File: config.mk
export PLATFORM = sky130hd
export DESIGN_NAME = bcd_timer_counter_flat
export DESIGN_NICKNAME = d
export VERILOG_FILES = /design/src/rtl/bcd_timer_counter_pkg.sv /design/src/rtl/bcd_timer_counter_if.sv /design/src/rtl/bcd_timer_counter_digit_step.sv /design/src/rtl/bcd_timer_counter.sv /design/src/flat_wrapper.sv
export SDC_FILE = /design/constraint.sdc
export NUM_CORES = 1
export LEC_CHECK = 0
export CORE_AREA = 8 8 75 77
export CTS_BUF_LIST = sky130_fd_sc_hd__clkbuf_4
export DETAILED_ROUTE_END_ITERATION = 8
export DIE_AREA = 0 0 83 85
export PLACE_DENSITY_LB_ADDON = 0.3
export SETUP_SLACK_MARGIN = 0.5
export SLEW_MARGIN = 20
export SYNTH_ARGS = -nofsm -noshare
export SYNTH_HDL_FRONTEND = slang
export SYNTH_SLANG_ARGS = --single-unit
File: constraint.sdc
create_clock -name C_CLK -period 2.85 [get_ports C_CLK]
set_input_delay 0.285 -clock C_CLK [delete_from_list [all_inputs] [get_ports C_CLK]]
set_output_delay 0.285 -clock C_CLK [all_outputs]
set_load 0.01 [all_outputs]
File: src/rtl/bcd_timer_counter_pkg.sv
`default_nettype none
// ============================================================================
// Module      : bcd_timer_counter_pkg
// Description : Shared constants, state encoding and BCD validity helper for
//               the BCD interval counter.
// Revision    : 1.0 - initial release
// ============================================================================
package bcd_timer_counter_pkg;

  localparam int         DIGIT_W   = 4;
  localparam logic [3:0] MAX_DIGIT = 4'd9;
  // Widest supported bus (8 digits); narrower buses are zero-extended.
  localparam int         MAX_BUS_W = 32;

  typedef enum logic [1:0] {
    ST_IDLE = 2'd0,
    ST_RUN  = 2'd1,
    ST_STOP = 2'd2
  } state_t;

  // True when every nibble of the bus is a legal BCD digit. Zero padding of
  // unused upper digits is always legal, so one check covers every width.
  function automatic logic is_valid_bcd(input logic [MAX_BUS_W-1:0] bus);
    logic ok;
    ok = 1'b1;
    for (int i = 0; i < MAX_BUS_W / DIGIT_W; i++) begin
      if (bus[i*DIGIT_W +: DIGIT_W] > MAX_DIGIT) ok = 1'b0;
    end
    return ok;
  endfunction

endpackage
`default_nettype wire

File: src/rtl/bcd_timer_counter_if.sv
`default_nettype none
// ============================================================================
// Module      : bcd_timer_counter_if
// Description : Control/status bundle of the BCD interval counter.
//               REM_OUT exists only when BCD_TIMER_REM_EN is defined.
// Revision    : 1.0 - initial release
// ============================================================================
interface bcd_timer_counter_if
  import bcd_timer_counter_pkg::*;
#(
  parameter int DIGITS = 2
);
  logic                        C_EN;
  logic                        LOAD;
  logic [DIGIT_W*DIGITS-1:0]   LIMIT;
  logic                        UP;
  logic [DIGIT_W*DIGITS-1:0]   D_OUT;
  logic                        C_OUT;
  logic                        DONE;
  logic                        LIMIT_ERR;
`ifdef BCD_TIMER_REM_EN
  logic [DIGIT_W*DIGITS-1:0]   REM_OUT;

  modport master (output C_EN, LOAD, LIMIT, UP,
                  input  D_OUT, C_OUT, DONE, LIMIT_ERR, REM_OUT);
  modport slave  (input  C_EN, LOAD, LIMIT, UP,
                  output D_OUT, C_OUT, DONE, LIMIT_ERR, REM_OUT);
`else
  modport master (output C_EN, LOAD, LIMIT, UP,
                  input  D_OUT, C_OUT, DONE, LIMIT_ERR);
  modport slave  (input  C_EN, LOAD, LIMIT, UP,
                  output D_OUT, C_OUT, DONE, LIMIT_ERR);
`endif
endinterface
`default_nettype wire

File: src/rtl/bcd_timer_counter_digit_step.sv
`default_nettype none
// ============================================================================
// Module      : bcd_digit_step
// Description : One BCD digit of the ripple increment/decrement chain.
//               carry_in requests a step; carry_out requests a step of the
//               next digit (9->0 going up, 0->9 going down).
// Revision    : 1.0 - initial release
// ============================================================================
module bcd_digit_step
  import bcd_timer_counter_pkg::*;
(
  input  wire logic [DIGIT_W-1:0] digit,
  input  wire logic               up,
  input  wire logic               carry_in,
  output logic      [DIGIT_W-1:0] next_digit,
  output logic                    carry_out
);

  // Single-digit BCD step with wrap and carry/borrow generation.
  always_comb begin
    next_digit = digit;
    carry_out  = 1'b0;
    if (carry_in) begin
      if (up) begin
        if (digit >= MAX_DIGIT) begin
          next_digit = '0;
          carry_out  = 1'b1;
        end else begin
          next_digit = digit + 4'd1;
        end
      end else begin
        if (digit == '0) begin
          next_digit = MAX_DIGIT;
          carry_out  = 1'b1;
        end else begin
          next_digit = digit - 4'd1;
        end
      end
    end
  end

endmodule
`default_nettype wire

File: src/rtl/bcd_timer_counter.sv
`default_nettype none
// ============================================================================
// Module      : bcd_timer_counter
// Description : N-digit BCD interval counter with programmable terminal,
//               up/down mode, registered carry pulse, sticky DONE for
//               one-shot builds and limit validation.
//               Optional macro BCD_TIMER_REM_EN adds REM_OUT (distance to
//               terminal) and its BCD subtractor.
// Revision    : 1.0 - initial release
// ============================================================================
module bcd_timer_counter
  import bcd_timer_counter_pkg::*;
#(
  parameter int DIGITS      = 2,
  parameter bit AUTO_RELOAD = 1'b1
)(
  input  wire logic              C_CLK,
  input  wire logic              RST,
  bcd_timer_counter_if.slave     bus
);

  localparam int BUS_W = DIGIT_W * DIGITS;

  state_t             r_state;
  logic [BUS_W-1:0]   r_limit;
  logic [BUS_W-1:0]   r_count;
  logic               r_cout;
  logic               r_done;
  logic               r_err;

  logic [BUS_W-1:0]   w_start;
  logic [BUS_W-1:0]   w_terminal;
  logic [BUS_W-1:0]   w_next;
  logic [BUS_W-1:0]   w_step_count;
  logic [DIGITS:0]    w_carry;
  logic               w_limit_ok;

  // Direction decides which end of the range is start and which is terminal.
  assign w_start    = bus.UP ? '0 : r_limit;
  assign w_terminal = bus.UP ? r_limit : '0;
  assign w_limit_ok = is_valid_bcd(MAX_BUS_W'(bus.LIMIT));

  assign w_carry[0] = 1'b1;
  for (genvar i = 0; i < DIGITS; i++) begin : g_digit
    bcd_digit_step u_step (
      .digit      (r_count[i*DIGIT_W +: DIGIT_W]),
      .up         (bus.UP),
      .carry_in   (w_carry[i]),
      .next_digit (w_next[i*DIGIT_W +: DIGIT_W]),
      .carry_out  (w_carry[i+1])
    );
  end

  // A ripple out of the top digit cannot occur while count stays inside
  // 0..limit; if it ever did, restart cleanly instead of wrapping.
  assign w_step_count = w_carry[DIGITS] ? w_start : w_next;

  // Control FSM: LOAD has priority over counting; registered outputs.
  always_ff @(posedge C_CLK or negedge RST) begin
    if (!RST) begin
      r_state <= ST_IDLE;
      r_limit <= '0;
      r_count <= '0;
      r_cout  <= 1'b0;
      r_done  <= 1'b0;
      r_err   <= 1'b0;
    end else if (bus.LOAD) begin
      r_cout <= 1'b0;
      if (w_limit_ok) begin
        r_limit <= bus.LIMIT;
        r_count <= bus.UP ? '0 : bus.LIMIT;
        r_err   <= 1'b0;
        r_done  <= 1'b0;
        r_state <= ST_RUN;
      end else begin
        r_err   <= 1'b1;
      end
    end else begin
      r_cout <= 1'b0;
      case (r_state)
        ST_RUN: begin
          if (bus.C_EN) begin
            if (r_count == w_terminal) begin
              r_count <= w_start;
              r_cout  <= 1'b1;
              if (!AUTO_RELOAD) begin
                r_state <= ST_STOP;
                r_done  <= 1'b1;
              end
            end else begin
              r_count <= w_step_count;
            end
          end
        end
        default: ;
      endcase
    end
  end

  assign bus.D_OUT     = r_count;
  assign bus.C_OUT     = r_cout;
  assign bus.DONE      = r_done;
  assign bus.LIMIT_ERR = r_err;

`ifdef BCD_TIMER_REM_EN
  logic [BUS_W-1:0] w_rem_diff;

  // Digit-wise BCD subtract limit - count; count never exceeds limit.
  always_comb begin
    logic       borrow;
    logic [4:0] diff;
    borrow     = 1'b0;
    diff       = '0;
    w_rem_diff = '0;
    for (int i = 0; i < DIGITS; i++) begin
      diff = {1'b0, r_limit[i*DIGIT_W +: DIGIT_W]}
           - {1'b0, r_count[i*DIGIT_W +: DIGIT_W]}
           - {4'b0000, borrow};
      if (diff[4]) begin
        w_rem_diff[i*DIGIT_W +: DIGIT_W] = diff[3:0] + 4'd10;
        borrow = 1'b1;
      end else begin
        w_rem_diff[i*DIGIT_W +: DIGIT_W] = diff[3:0];
        borrow = 1'b0;
      end
    end
  end

  assign bus.REM_OUT = bus.UP ? w_rem_diff : r_count;
`endif

endmodule
`default_nettype wire
File: src/flat_wrapper.sv
// flat-port wrapper written by rule: the top's interface ports become plain ports
module bcd_timer_counter_flat import bcd_timer_counter_pkg::*;
#(
  parameter int DIGITS      = 2,
  parameter bit AUTO_RELOAD = 1'b1
)
  (C_CLK, RST, bus_C_EN, bus_LOAD, bus_LIMIT, bus_UP, bus_D_OUT, bus_C_OUT, bus_DONE, bus_LIMIT_ERR);
  bcd_timer_counter_if #(.DIGITS(DIGITS)) bus_i ();
  input  wire logic C_CLK;
  input  wire logic RST;
  input wire logic [$bits(bus_i.C_EN)-1:0] bus_C_EN;
  input wire logic [$bits(bus_i.LOAD)-1:0] bus_LOAD;
  input wire logic [$bits(bus_i.LIMIT)-1:0] bus_LIMIT;
  input wire logic [$bits(bus_i.UP)-1:0] bus_UP;
  output wire logic [$bits(bus_i.D_OUT)-1:0] bus_D_OUT;
  output wire logic [$bits(bus_i.C_OUT)-1:0] bus_C_OUT;
  output wire logic [$bits(bus_i.DONE)-1:0] bus_DONE;
  output wire logic [$bits(bus_i.LIMIT_ERR)-1:0] bus_LIMIT_ERR;
  assign bus_i.C_EN = bus_C_EN;
  assign bus_i.LOAD = bus_LOAD;
  assign bus_i.LIMIT = bus_LIMIT;
  assign bus_i.UP = bus_UP;
  assign bus_D_OUT = bus_i.D_OUT;
  assign bus_C_OUT = bus_i.C_OUT;
  assign bus_DONE = bus_i.DONE;
  assign bus_LIMIT_ERR = bus_i.LIMIT_ERR;
  bcd_timer_counter #(.DIGITS(DIGITS), .AUTO_RELOAD(AUTO_RELOAD)) u_core (.C_CLK(C_CLK), .RST(RST), .bus(bus_i));
endmodule
Word-level counts from Yosys, hierarchy flattened. Index checks and enable logic that the tools add are counted.

Flip-flop bits (word level): 19. Latch bits: 0. Bits in writable memories: 0. Bits in read-only memories: 0. Input bits: 13. Output and inout bits: 11. Memories: 0.

$add $sub $neg: 4. $mul: 0. Div/mod/pow operators: 0. $lt $le $gt $ge: 4. Equality and inequality tests: 2. Shifts and indexed selects: 0. Muxes and demuxes: 30. Bitwise operators: 0. Reduce and logical (&&, ||, !) cells: 8.

Operators with widths (number): $mux W8 (9); $mux W4 (7); $mux W1 (14); $add A4 B1 Y4 const B (2); $eq A8 B8 Y1 (1); $ge A4 B4 Y1 const B (2); $gt A4 B4 Y1 const B (2); $logic_not A4 Y1 (2); $sub A4 B1 Y4 const B (2); $reduce_and A4 Y1 (1); $reduce_bool A2 Y1 (2); $reduce_bool A4 Y1 (1); $reduce_and A3 Y1 (1); $ne A2 B1 Y1 const B (1); $reduce_and A2 Y1 (1).

Depth between registers and ports, before layout.
Depth in word-level cells: 9. Gate-level depth with buffers: 9. Mapped depth without buffers: 8.

Modules after synthesis. A second synthesis with hierarchy kept.

Cell total of the unflattened synthesis: 193. Area, all modules: 1711.6 µm².

By module, submodules not included: bcd_timer_counter (times used 1, cells each 117, area an instance 1131.1 µm²); bcd_digit_step (times used 2, cells each 38, area an instance 290.3 µm²).

Worst setup path after synthesis. Ideal clock, no wire load.

Path kind: reg-to-reg. Start: register u_core.r_count[4] (netlist: u_core.bus.D_OUT[4]). End: register u_core.r_count[7] (netlist: u_core.bus.D_OUT[7]). Library setup time: 82 ps. Arrival: 2120 ps. Required time: 2768 ps. Path slack: 648 ps. Stages on the path, launching flop included: 10. Path through: dfrtp_1 buf_2 inv_1 ha_1 or3b_4 or3_1 a32o_1 a21oi_2 a22oi_1 a31oi_1.

Longest elaborated chain between the ends: 9.

Ends and longest elaborated chain: from (decl) (RTL line bcd_timer_counter.sv:26) `logic [BUS_W-1:0] r_count;`; from (signal assigned) (RTL line bcd_timer_counter.sv:71) `r_count <= bus.UP ? '0 : bus.LIMIT;`; from (signal assigned) (RTL line bcd_timer_counter.sv:84) `r_count <= w_start;`; from (signal assigned) (RTL line bcd_timer_counter.sv:91) `r_count <= w_step_count;`; $sub A4 B1 Y4, or another cell as far along (RTL line bcd_timer_counter_digit_step.sv:36) `next_digit = digit - 4'd1;`; $mux W4, or another cell as far along (RTL line bcd_timer_counter_digit_step.sv:32) `if (digit == '0) begin`; $mux W4 or $mux W1 (tied branches) (RTL line bcd_timer_counter_digit_step.sv:24) `if (up) begin`; $mux W4 or $mux W1 (tied branches) (RTL line bcd_timer_counter_digit_step.sv:23) `if (carry_in) begin`; $mux W8 (RTL line bcd_timer_counter.sv:56) `assign w_step_count = w_carry[DIGITS] ? w_start : w_next;`; $mux W8 (RTL line bcd_timer_counter.sv:83) `if (r_count == w_terminal) begin`; $mux W8 (RTL line bcd_timer_counter.sv:82) `if (bus.C_EN) begin`; $mux W8 (RTL line bcd_timer_counter.sv:80) `case (r_state)`; $mux W8 (RTL line bcd_timer_counter.sv:67) `end else if (bus.LOAD) begin`.

Parallel ways exist; a longest one is shown, timed or not. The select of a mux whose other input is x is not followed. A chain may end at the register's enable or synchronous reset.

Final worst setup path. Same ends and word-level chain as after synthesis.

==> results.json <==
{
  "status": "complete, no violations",
  "fmax_ghz": 0.447,
  "cts.sinks": 19,
  "rsz0062_at_grt": "false",
  "period_minus_slack_ps": 2240,
  "final_nets": 236,
  "powerDensity_nw_per_um2": 679,
  "avgViaCountPerCell": 6.05,
  "antenna_left": 0,
  "p_leak_uw": 0.000811,
  "hold_violations": 0,
  "cts_root_buffer": "clkbuf_4",
  "grt_pass1_vias": 1579,
  "area_delta_synth_final_pct": 19.8,
  "cpPeakStageDelay_ps": 480,
  "crit_required_ps": 3080,
  "synth_top_flop_cell": "dfrtp_1",
  "cts_tree": "done",
  "total_power_uw": 1380,
  "grt_max_degree": 22,
  "start_kind": "register",
  "portBuffers": 22,
  "fin_tns_setup_ps": 0,
  "path_max_fanout": 6,
  "clk_pin_slew_ps": 120,
  "drcViolationCount": 0,
  "synth-async-reset-ratio": 1.00,
  "worst_clock_skew_ps": 6.04,
  "ys_seq_area_frac": 0.281,
  "core_area_um2": 4540,
  "io_pins": 24,
  "detail_route.first_pass.iterations": 4,
  "syn_inst": 190,
  "final-setup-viol-count": 0,
  "crit_type": "register to register",
  "grt_overflow": 0,
  "worstReg2RegEnd": "u_core.bus.D_OUT[7]",
  "peakVddDrop_uv": 362,
  "die_area_um2": 7060,
  "hold_path_class": "input pin to async pin",
  "mostFrequentLayoutCells": "21 x clkdlybuf4s50_1, 17 x nand2_1, 17 x dfrtp_1",
  "syn_area_per_cell_um2": 8.90,
  "slew_headroom": 0.409,
  "reg2reg_from": "u_core.bus.D_OUT[4]",
  "dp_hpwl_mm": 3.49,
  "crit_arrival_ps": 2470,
  "die-width_um": 83,
  "fin_area_um2": 2030,
  "r2r_cells": 8,
  "clk_path_buf_depth": 2,
  "final_common_cell": "clkdlybuf4s50_1",
  "cp.buffers_inverters": 1,
  "first_iter_violations": 94,
  "crit_slowest_cell": "dfrtp_2",
  "cts_inserted_buffers": 3,
  "syn_nets": 210,
  "r2r_setup_slack_ps": 610,
  "max_slew.worst_pin.slew_ps": 884,
  "finalWirelength_mm": 4.65,
  "ys_types": 62,
  "critPathCaptureType": "register",
  "crit_chain": "inv_2 > ha_2 > or3b_4 > or3_1 > a32o_1 > a21oi_2 > a22oi_1 > a31oi_1",
  "ys_ff_latch": 19,
  "grt_pass1_wl_mm": 7.87,
  "grt_antenna_before_repair": 0,
  "clk_latency_ps": 300,
  "placed_cell_area_um2": 1950,
  "fillCellCount": 447,
  "max_cap_violations": 0,
  "cts-htree-levels": 1,
  "route.vias.total": 1628,
  "period_share": 0.784,
  "grt_usage": 0.130,
  "cts_hold_buf": 0,
  "synth_edf_count": 0,
  "drive_gt1_frac": 0.200,
  "die_height_um": 85,
  "antenna_cells": 0,
  "rows": 25,
  "yosys_warnings": 0,
  "cpLargestDelayFamily": "simple AND/OR/NAND/NOR gates",
  "post_drt_wl_per_cell_um": 17.3,
  "syn-cell-area_um2": 1690,
  "initial_core_util": 0.373,
  "finalMaxSlewViolations": 0,
  "routabilityCongestion": 0.834
}
## metal layers
layer | global-route usage | vias to the layer above | wire length (um)
met2 | 0.216 | 55 | 2220
met5 | 0 | - | 0
met3 | 0.0249 | 4 | 234
met4 | 0.0272 | 0 | 34
met1 | 0.167 | 788 | 2160
li1 | - | 781 | -
## state kept, by name (all words and copies together) (netlist names)
register / count
u_core.bus.C_OUT: 1
u_core.bus.D_OUT: 8
u_core.bus.LIMIT_ERR: 1
u_core.r_limit: 8
u_core.r_state: 1
## worst max-delay path by stage
stage | start | endpoint | slack (ps) | cells after the start
floorplan | u_core.bus.D_OUT[4] | u_core.bus.D_OUT[7] | 650 | 9
global placement | bus_UP | u_core.bus.D_OUT[6] | 280 | 7
global route | u_core.bus.D_OUT[1] | u_core.bus.D_OUT[3] | 500 | 8
detailed placement | bus_UP | u_core.bus.D_OUT[6] | 280 | 7
finish | u_core.bus.D_OUT[4] | u_core.bus.D_OUT[7] | 610 | 8
CTS | u_core.bus.D_OUT[4] | u_core.bus.D_OUT[7] | 510 | 8
## cell type report
type                    instances  area [um2]  share of cell area
repair buffers                 32         295               0.146
clock buffers                   4        30.0              0.0148
multi-input cells             152        1120               0.555
inverters                       8        30.0              0.0148
well taps                      54        67.6              0.0334
flip-flops and latches         19         478               0.236
## kinds of logic (layout without fill, tap and decap cells)
logic type / count (synthesis) / count (layout) / synth area share
AOI/OAI and AO/OA: 68 / 68 / 0.322
and+or+nand+nor: 63 / 63 / 0.204
DFF: 19 / 19 / 0.281
buffers and inverters: 19 / 44 / 0.0600
muxes: 9 / 9 / 0.0585
adders and majority gates: 7 / 7 / 0.0518
xor gates and xnor gates: 4 / 4 / 0.0207
other: 1 / 1 / 0.00222
## Yosys cell counts, types with 2 or more instances
cell / count / area [um2]
dfrtp_1: 19 / 475
nand2_1: 17 / 63.8
nand3_1: 11 / 55.1
a21oi_1: 10 / 50.1
nor2_1: 10 / 37.5
o21ai_0: 9 / 45.0
ha_1: 7 / 87.6
inv_1: 7 / 26.3
mux2_2: 7 / 78.8
a22oi_1: 6 / 45.0
a31oi_1: 5 / 31.3
o22a_1: 4 / 35.0
xor2_1: 4 / 35.0
a2bb2oi_2: 3 / 45.0
a32oi_1: 3 / 26.3
and3_1: 3 / 18.8
buf_2: 3 / 15.0
buf_4: 3 / 22.5
clkbuf_1: 3 / 11.3
nand4b_1: 3 / 26.3
nor2b_1: 3 / 18.8
o21ai_1: 3 / 15.0
and2b_1: 2 / 15.0
buf_6: 2 / 22.5
mux2i_1: 2 / 20.0
nand2b_1: 2 / 12.5
nor3_1: 2 / 10.0
o21a_1: 2 / 15.0
o22ai_1: 2 / 12.5
## through the flow
stage	hold WS, ps	util	setup WS, ps	instances
floorplan	-10.6	-	648	190
global placement	468	0.430	276	261
detailed placement	475	0.430	277	261
CTS	503	0.438	515	265
global route	522	0.447	504	269
finish	470	0.447	615	269
## where the power goes
part / internal [uW] / switching (uW)
registers: 330 / 134
clock network: 64.0 / 89.4
logic: 379 / 380
## repair_timing
action | 4_1_cts | 5_1_grt
buffers inserted | 0 | 4
setup endpoints to repair | 3 | 8
pin swaps | 0 | 0
resized for setup | 2 | 7
Power figures use the tool's default switching activity.
